--- src/rtl/mem_access_ctrl_pkg.sv ---
// Shared types for the memory-stage access controller.
// State encoding, op codes and default timeout.
package mem_access_ctrl_pkg;

  typedef enum logic [1:0] {
    IDLE = 2'd0,
    REQ  = 2'd1,
    WAIT = 2'd2,
    RESP = 2'd3
  } state_t;

  typedef enum logic {
    OP_RD = 1'b0,
    OP_WR = 1'b1
  } op_t;

  localparam int TIMEOUT_DEF = 16;

endpackage

--- src/rtl/mem_wait_timer.sv ---
// Wait-cycle counter for the memory access controller.
// Expires when the count reaches TIMEOUT-1.
module mem_wait_timer #(
  parameter int TIMEOUT = 16
) (
  input  logic clk,
  input  logic rst,
  input  logic clr,
  input  logic en,
  output logic expired
);

  logic [7:0] count;

  always_ff @(posedge clk or posedge rst) begin
    if (rst) begin
      count <= '0;
    end else if (clr) begin
      count <= '0;
    end else if (en) begin
      count <= count + 8'd1;
    end
  end

  assign expired = (count == 8'(TIMEOUT - 1));

endmodule

--- src/rtl/mem_access_ctrl.sv ---
// Memory-stage controller: one handshaked request per load/store,
// pipeline stall until completion, sticky error and halt dump pulse.
module mem_access_ctrl
  import mem_access_ctrl_pkg::*;
#(
  parameter int TIMEOUT = TIMEOUT_DEF,
  parameter int AW      = 16,
  parameter int DW      = 16
) (
  input  logic          clk,
  input  logic          rst,
  input  logic [AW-1:0] addr,
  input  logic [DW-1:0] writeData,
  input  logic          memRead,
  input  logic          memWrite,
  input  logic          halt,
  output logic [AW-1:0] mem_addr,
  output logic [DW-1:0] mem_wdata,
  output logic          mem_rd,
  output logic          mem_wr,
  input  logic          mem_busy,
  input  logic          mem_done,
  input  logic [DW-1:0] mem_rdata,
  input  logic          mem_err,
  output logic [DW-1:0] readData,
  output logic          stall,
  output logic          dump,
  output logic          err
);

  state_t state;
  op_t    op;
  logic   halt_seen;
  logic   legal;
  logic   illegal;
  logic   fire;
  logic   t_expired;

  assign legal   = (memRead ^ memWrite) && !addr[0];
  assign illegal = (memRead || memWrite) && !legal;
  assign fire    = (state == IDLE) && halt && !memRead
                   && !memWrite && !halt_seen;

  mem_wait_timer #(
    .TIMEOUT (TIMEOUT)
  ) u_timer (
    .clk     (clk),
    .rst     (rst),
    .clr     (state == REQ),
    .en      (state == WAIT),
    .expired (t_expired)
  );

  assign mem_rd = (state == REQ) && (op == OP_RD);
  assign mem_wr = (state == REQ) && (op == OP_WR);

  // Illegal accesses pass through unstalled as no-ops.
  always_comb begin
    stall = 1'b0;
    if (!rst) begin
      unique case (state)
        IDLE:     stall = legal;
        REQ:      stall = 1'b1;
        WAIT:     stall = 1'b1;
        default:  stall = 1'b0;
      endcase
    end
  end

  always_ff @(posedge clk or posedge rst) begin
    if (rst) begin
      state     <= IDLE;
      op        <= OP_RD;
      mem_addr  <= '0;
      mem_wdata <= '0;
      readData  <= '0;
      dump      <= 1'b0;
      err       <= 1'b0;
      halt_seen <= 1'b0;
    end else begin
      dump <= fire;
      if (!halt) begin
        halt_seen <= 1'b0;
      end else if (fire) begin
        halt_seen <= 1'b1;
      end
      unique case (state)
        IDLE: begin
          if (legal) begin
            mem_addr  <= addr;
            mem_wdata <= writeData;
            op        <= memWrite ? OP_WR : OP_RD;
            state     <= REQ;
          end else if (illegal) begin
            err <= 1'b1;
          end
        end
        REQ: begin
          if (!mem_busy) begin
            state <= WAIT;
          end
        end
        WAIT: begin
          // Completion takes priority over a same-cycle timeout.
          if (mem_done) begin
            if (op == OP_RD) begin
              readData <= mem_rdata;
            end
            if (mem_err) begin
              err <= 1'b1;
            end
            state <= RESP;
          end else if (t_expired) begin
            err   <= 1'b1;
            state <= RESP;
          end
        end
        default: begin
          state <= IDLE;
        end
      endcase
    end
  end

endmodule

--- config.mk ---
export PLATFORM = sky130hd
export DESIGN_NAME = mem_access_ctrl
export DESIGN_NICKNAME = d
export VERILOG_FILES = /design/src/rtl/mem_access_ctrl_pkg.sv /design/src/rtl/mem_wait_timer.sv /design/src/rtl/mem_access_ctrl.sv
export SDC_FILE = /design/constraint.sdc
export NUM_CORES = 1
export LEC_CHECK = 0
export CORE_MARGIN = 4
export CORE_UTILIZATION = 47
export CTS_CLUSTER_DIAMETER = 80
export DETAILED_ROUTE_END_ITERATION = 12
export PLACE_DENSITY = 0.85
export SLEW_MARGIN = 25
export SYNTH_ARGS = -nofsm -noshare
export SYNTH_HDL_FRONTEND = slang
export SYNTH_HIERARCHICAL = 1
export SYNTH_SLANG_ARGS = --single-unit
--- constraint.sdc ---
create_clock -name clk -period 3.3 [get_ports clk]
set_input_delay 0.66 -clock clk [delete_from_list [all_inputs] [get_ports clk]]
set_output_delay 0.66 -clock clk [all_outputs]
set_load 0.02 [all_outputs]
; After elaboration in Yosys (flattened, before gate mapping)
; Index checks and enable logic that the tools add are counted.
[classes]
mux = 18
reduce_logical = 22
bitwise_logic = 2
eq_ne = 10
addsub = 1
[op_table]
columns = operator, count
row1 = 8-bit two-way mux, 2
row2 = 1-bit two-way mux, 9
row3 = "8-bit by 1-bit adder with 8-bit output, second input constant", 1
row4 = "8-bit by 4-bit equality test with 1-bit output, second input constant", 1
row5 = 1-bit logical AND, 8
row6 = 2-bit two-way mux, 4
row7 = "2-bit != test, second input constant", 4
row8 = "3-bit != test, second input constant", 2
row9 = 2-bit one-hot mux with 3 select lines, 1
row10 = 3-bit AND reduction, 2
row11 = 1-bit logical NOT, 5
row12 = 5-bit AND reduction, 1
row13 = 1-bit one-hot mux with 2 select lines, 2
row14 = 2-bit nonzero test, 2
row15 = "2-bit by 1-bit equality test with 1-bit output, second input constant", 1
row16 = "2-bit equality test, second input constant", 1
row17 = 2-bit logical NOT, 1
row18 = "2-bit by 1-bit != test with 1-bit output, second input constant", 1
row19 = 2-bit AND reduction, 1
row20 = 2-bit OR reduction, 1
row21 = 1-bit logical OR, 1
row22 = 1-bit inverter, 1
row23 = 1-bit bitwise XOR, 1
[word_totals]
register_bits = 62
out_inout_bits = 53

; Logic depth before layout (Yosys ltp)
[depth]
ltp_word = 7
ltp_mapped = 6
ltp_nobuf = 5

; Hierarchy
; Netlist, hierarchy kept.
[modules_own_cells]
columns = module, instances, cells_each, area_per_inst_um2, seq_area_each_um2
row1 = mem_access_ctrl, 1, 140, 2328.5, 1351.3
row2 = mem_wait_timer, 1, 40, 407.9, 200.2

; Worst setup path before layout
; Ideal clock, no wire load.
[synth_timing]
path_type = input to output
startpoint = input memRead
endpoint = output stall
path_buffers = 1
cell_stages = 6
required_time_ns = 2.640
arrival_ns = 1.968
setup_slack_ns = 0.672
cell_sequence = inv_1 -> ha_1 -> nor2b_4 -> nand2_4 -> buf_6 -> a211oi_1
[synth_between]
elab_chain_cells = 4
[synth_rtl]
columns = item, line_no
row1 = from (decl), mem_access_ctrl.sv:14  ; input logic memRead,
row2 = 1-bit bitwise XOR, mem_access_ctrl.sv:39  ; assign legal = (memRead ^ memWrite) && !addr[0];
row3 = 1-bit logical AND, mem_access_ctrl.sv:39
row4 = 1-bit one-hot mux with 2 select lines, mem_access_ctrl.sv:61  ; unique case (state)
row5 = 1-bit two-way mux, mem_access_ctrl.sv:60  ; if (!rst) begin
row6 = to (decl), mem_access_ctrl.sv:26  ; output logic stall,
; Every way passes these cells.

; Worst setup path after layout
; Ends and elaborated chain as after synthesis.

==> metrics.yaml <==
route:
  routed_wl_um: 5860
  wire_per_inst_um: 15.7
  detail-route-antenna-nets: 0
  drtIter0Drc: 41
  drc_errors: 0
  avgViaCountPerCell: 4.98
  vias: 1859
  dr.pass1.iters: 5
floorplan:
  die_h_um: 84.3
  start_util_pct: 49.1
  core-area_um2: 5570
  die_area_um2: 7110
  pin_count: 109
  die_w_um: 84.3
  rows: 27
timing:
  whs_ns: 0.456
  period_needed_ns: 2.87
  tightest_slew_ns: 0.561
  setup_viol_count_final: 0
  hold_viol: 0
  finalClockSkew_ns: 0.00633
  rsz0062_at_grt: "no"
  fin_tns_setup_ns: 0
  fin_crit_sh_pct: 86.8
  slew_violations: 0
  fmax_mhz: 349
  relSlewSlack_pct: 62.6
clock_network:
  clkLatencyLatePin_ns: 0.33
  root_buffer: "clkbuf_8"
  htree_levels: 3
  clk_pin_slew_ns: 0.06
  cts_made_buffers: 9
  clock_path_buffers: 2
  cts_tree: "built"
  hold_buffers: 0
  clock_sinks: 62
final_layout:
  nets: 359
  drive_above_1_share_pct: 24.6
  syn_to_final_growth_pct: 48.3
  final_cell_area_um2: 4060
  nFillCells: 412
  antenna_cells: 0
grt:
  grt_overflow: 0
  grt_max_degree: 34
  grt_pass1_wl_um: 9890
  antenna_found_initial: 0
  track_usage_pct: 17.6
  grt_pass1_vias: 2053
worst_hold_path:
  hold_class: "reg -> reg"
power:
  power_density_nw_per_um2: 935
  cellLeakagePower_nw: 1.89
  peakVddDrop_uv: 600
critical_path:
  start_kind: "primary input"
  cp_slowest_stage_delay_ns: 0.48
  path_class: "in -> out"
  crit_required_ns: 2.64
  crit_chain: "clkdlybuf4s50_1 > inv_1 > ha_1 > nor2b_4 > nand2_4 > a211oi_1 > dlymetal6s2s_1"
  cp_num_buf_inv: 3
  cp-end-kind: "output port"
  cp.arrival_ns: 2.21
  cp_top_family: "buffers and inverters"
  worstPathMaxFanout: 2
  cpMaxStageDelayCell: "clkdlybuf4s50_1"
yosys:
  syn-num-nets: 243
  ys_seq_area_share_pct: 56.7
  yosysUniqueCellTypes: 35
  synth_area_per_cell_um2: 15.2
  synth_area_um2: 2740
  yosys_warnings: 6
  syn_inst: 180
  synth-seq-cells: 62
run:
  cap_violations: 0
placement:
  place_area_um2: 3870
  port_buffers: 108
  dp_hpwl_um: 4400
  gp_congestion: 0.758
status:
  status: "completed"
[report_power, final]
part	total (mW)	internal, mW	switching [mW]	leakage [nW]
clock network	0.632	0.343	0.289	0.0948
logic	1.87	1.05	0.818	1.04
registers	1.29	1.09	0.196	0.756
total	3.79	2.49	1.30	1.89
[cell usage in the layout, fill, tap and decap left out, types with 2 or more instances in the layout]
master	Yosys	routed
clkdlybuf4s50_1	0	107
dfrtp_1	62	62
mux2_4	30	30
mux2_2	18	18
clkbuf_8	0	9
inv_1	8	7
ha_1	7	7
nor2_1	5	5
o21ai_0	4	4
clkinv_2	0	4
buf_4	1	3
nand4_1	3	3
or3_1	3	3
a21oi_1	3	3
nand2_1	3	3
xor2_1	3	3
nand2b_1	2	2
mux2i_1	2	2
nor2b_1	2	2
and2_1	2	2
clkinvlp_4	0	2
[path summary, 6_finish.rpt]
check	cells past startpoint	endpoint	startpoint	slack (ns)
worst max-delay path	7	stall	memRead	0.43
worst min-delay path	1	err	err	0.46
worst max register to register	5	mem_addr[12]	state[0]	1.44
worst min register to register	1	err	err	0.46
max in group asynchronous	3	mem_wdata[15]	rst	2.00
min in group asynchronous	2	u_timer/count[7]	rst	0.67
[cell usage after synthesis]
cell type,n,area [um^2]
nand2_4,1,11.3
mux2_2,18,203
xor2_1,3,26.3
nand2_1,3,11.3
and4_1,1,8.76
a21oi_1,3,15.0
mux2_4,30,450
o21ai_0,4,20.0
nor2b_4,1,13.8
inv_1,8,30.0
and3b_1,1,8.76
nand2b_1,2,12.5
mux2i_1,2,20.0
a222oi_1,1,10.0
nor2_1,5,18.8
xnor2_1,1,8.76
buf_6,5,56.3
and3_1,1,6.26
nor4_1,1,6.26
and2_1,2,12.5
nor2b_1,2,12.5
nand3b_4,1,20.0
a211oi_1,1,7.51
a22o_1,1,8.76
ha_1,7,87.6
buf_4,1,7.51
a21o_1,1,7.51
o22ai_1,1,6.26
o32a_2,1,11.3
o2111ai_2,1,15.0
dfrtp_1,62,1550
nor2_2,1,6.26
o21a_1,1,7.51
nand4_1,3,18.8
or3_1,3,18.8
[metrics by stage]
stage | worst slack (ns) | cells | power [mW] | utilization (%)
floorplan | 0.672 | 180 | 2.39 | -
global placement | 0.0950 | 357 | 3.15 | 69.4
detailed placement | 0.0384 | 357 | 3.20 | 69.4
CTS | 0.0380 | 373 | 3.84 | 72.7
global route | 0.355 | 373 | 4.01 | 72.8
finish | 0.434 | 373 | 3.79 | 72.8
[worst reg2reg max path, delay by kind of cell (launching register included)]
kind          cells  cell delay [ns]
fa+ha+maj         1             0.30
buf+inv           2             0.55
flops             1             0.40
mux               1             0.42
simple gates      1             0.09
[state kept, by name (all words and copies together) (netlist names)]
register / cells
dump: 1
err: 1
halt_seen: 1
mem_addr: 16
mem_wdata: 16
op: 1
readData: 16
state: 2
u_timer/count: 8
[per-layer routing]
layer / GRT usage [%] / vias up / routed length (um)
met3: 6.08 / 15 / 480
met1: 20.5 / 896 / 2410
met2: 28.7 / 83 / 2810
met4: 9.36 / 0 / 166
met5: 0 / - / 0
li1: - / 865 / -
[cell families after synthesis]
group,Yosys count,share of synthesized area [%]
AOI/OAI and AO/OA,15,3.98
and+or+nand+nor,28,6.81
xor gates and xnor gates,4,1.28
DFF,62,56.7
buffers and inverters,14,3.43
adders and majority gates,7,3.20
muxes,50,24.6
[repair_timing]
item	in CTS	in global routing
hold endpoints to repair	0	0
endpoints found under the setup margin	0	1
buffers inserted	0	0
resized for setup	0	1
[final cells by class]
type | count | area (um^2) | share of cell area, %
sequential | 62 | 1550 | 38.2
multi-input combinational | 104 | 1090 | 26.9
inverter | 8 | 30.0 | 0.740
tap | 72 | 90.1 | 2.22
timing repair buffer | 111 | 1110 | 27.3
clock inverter | 7 | 65.1 | 1.60
clock buffer | 9 | 124 | 3.05
Note: power is estimated with default switching activity, not from simulation.
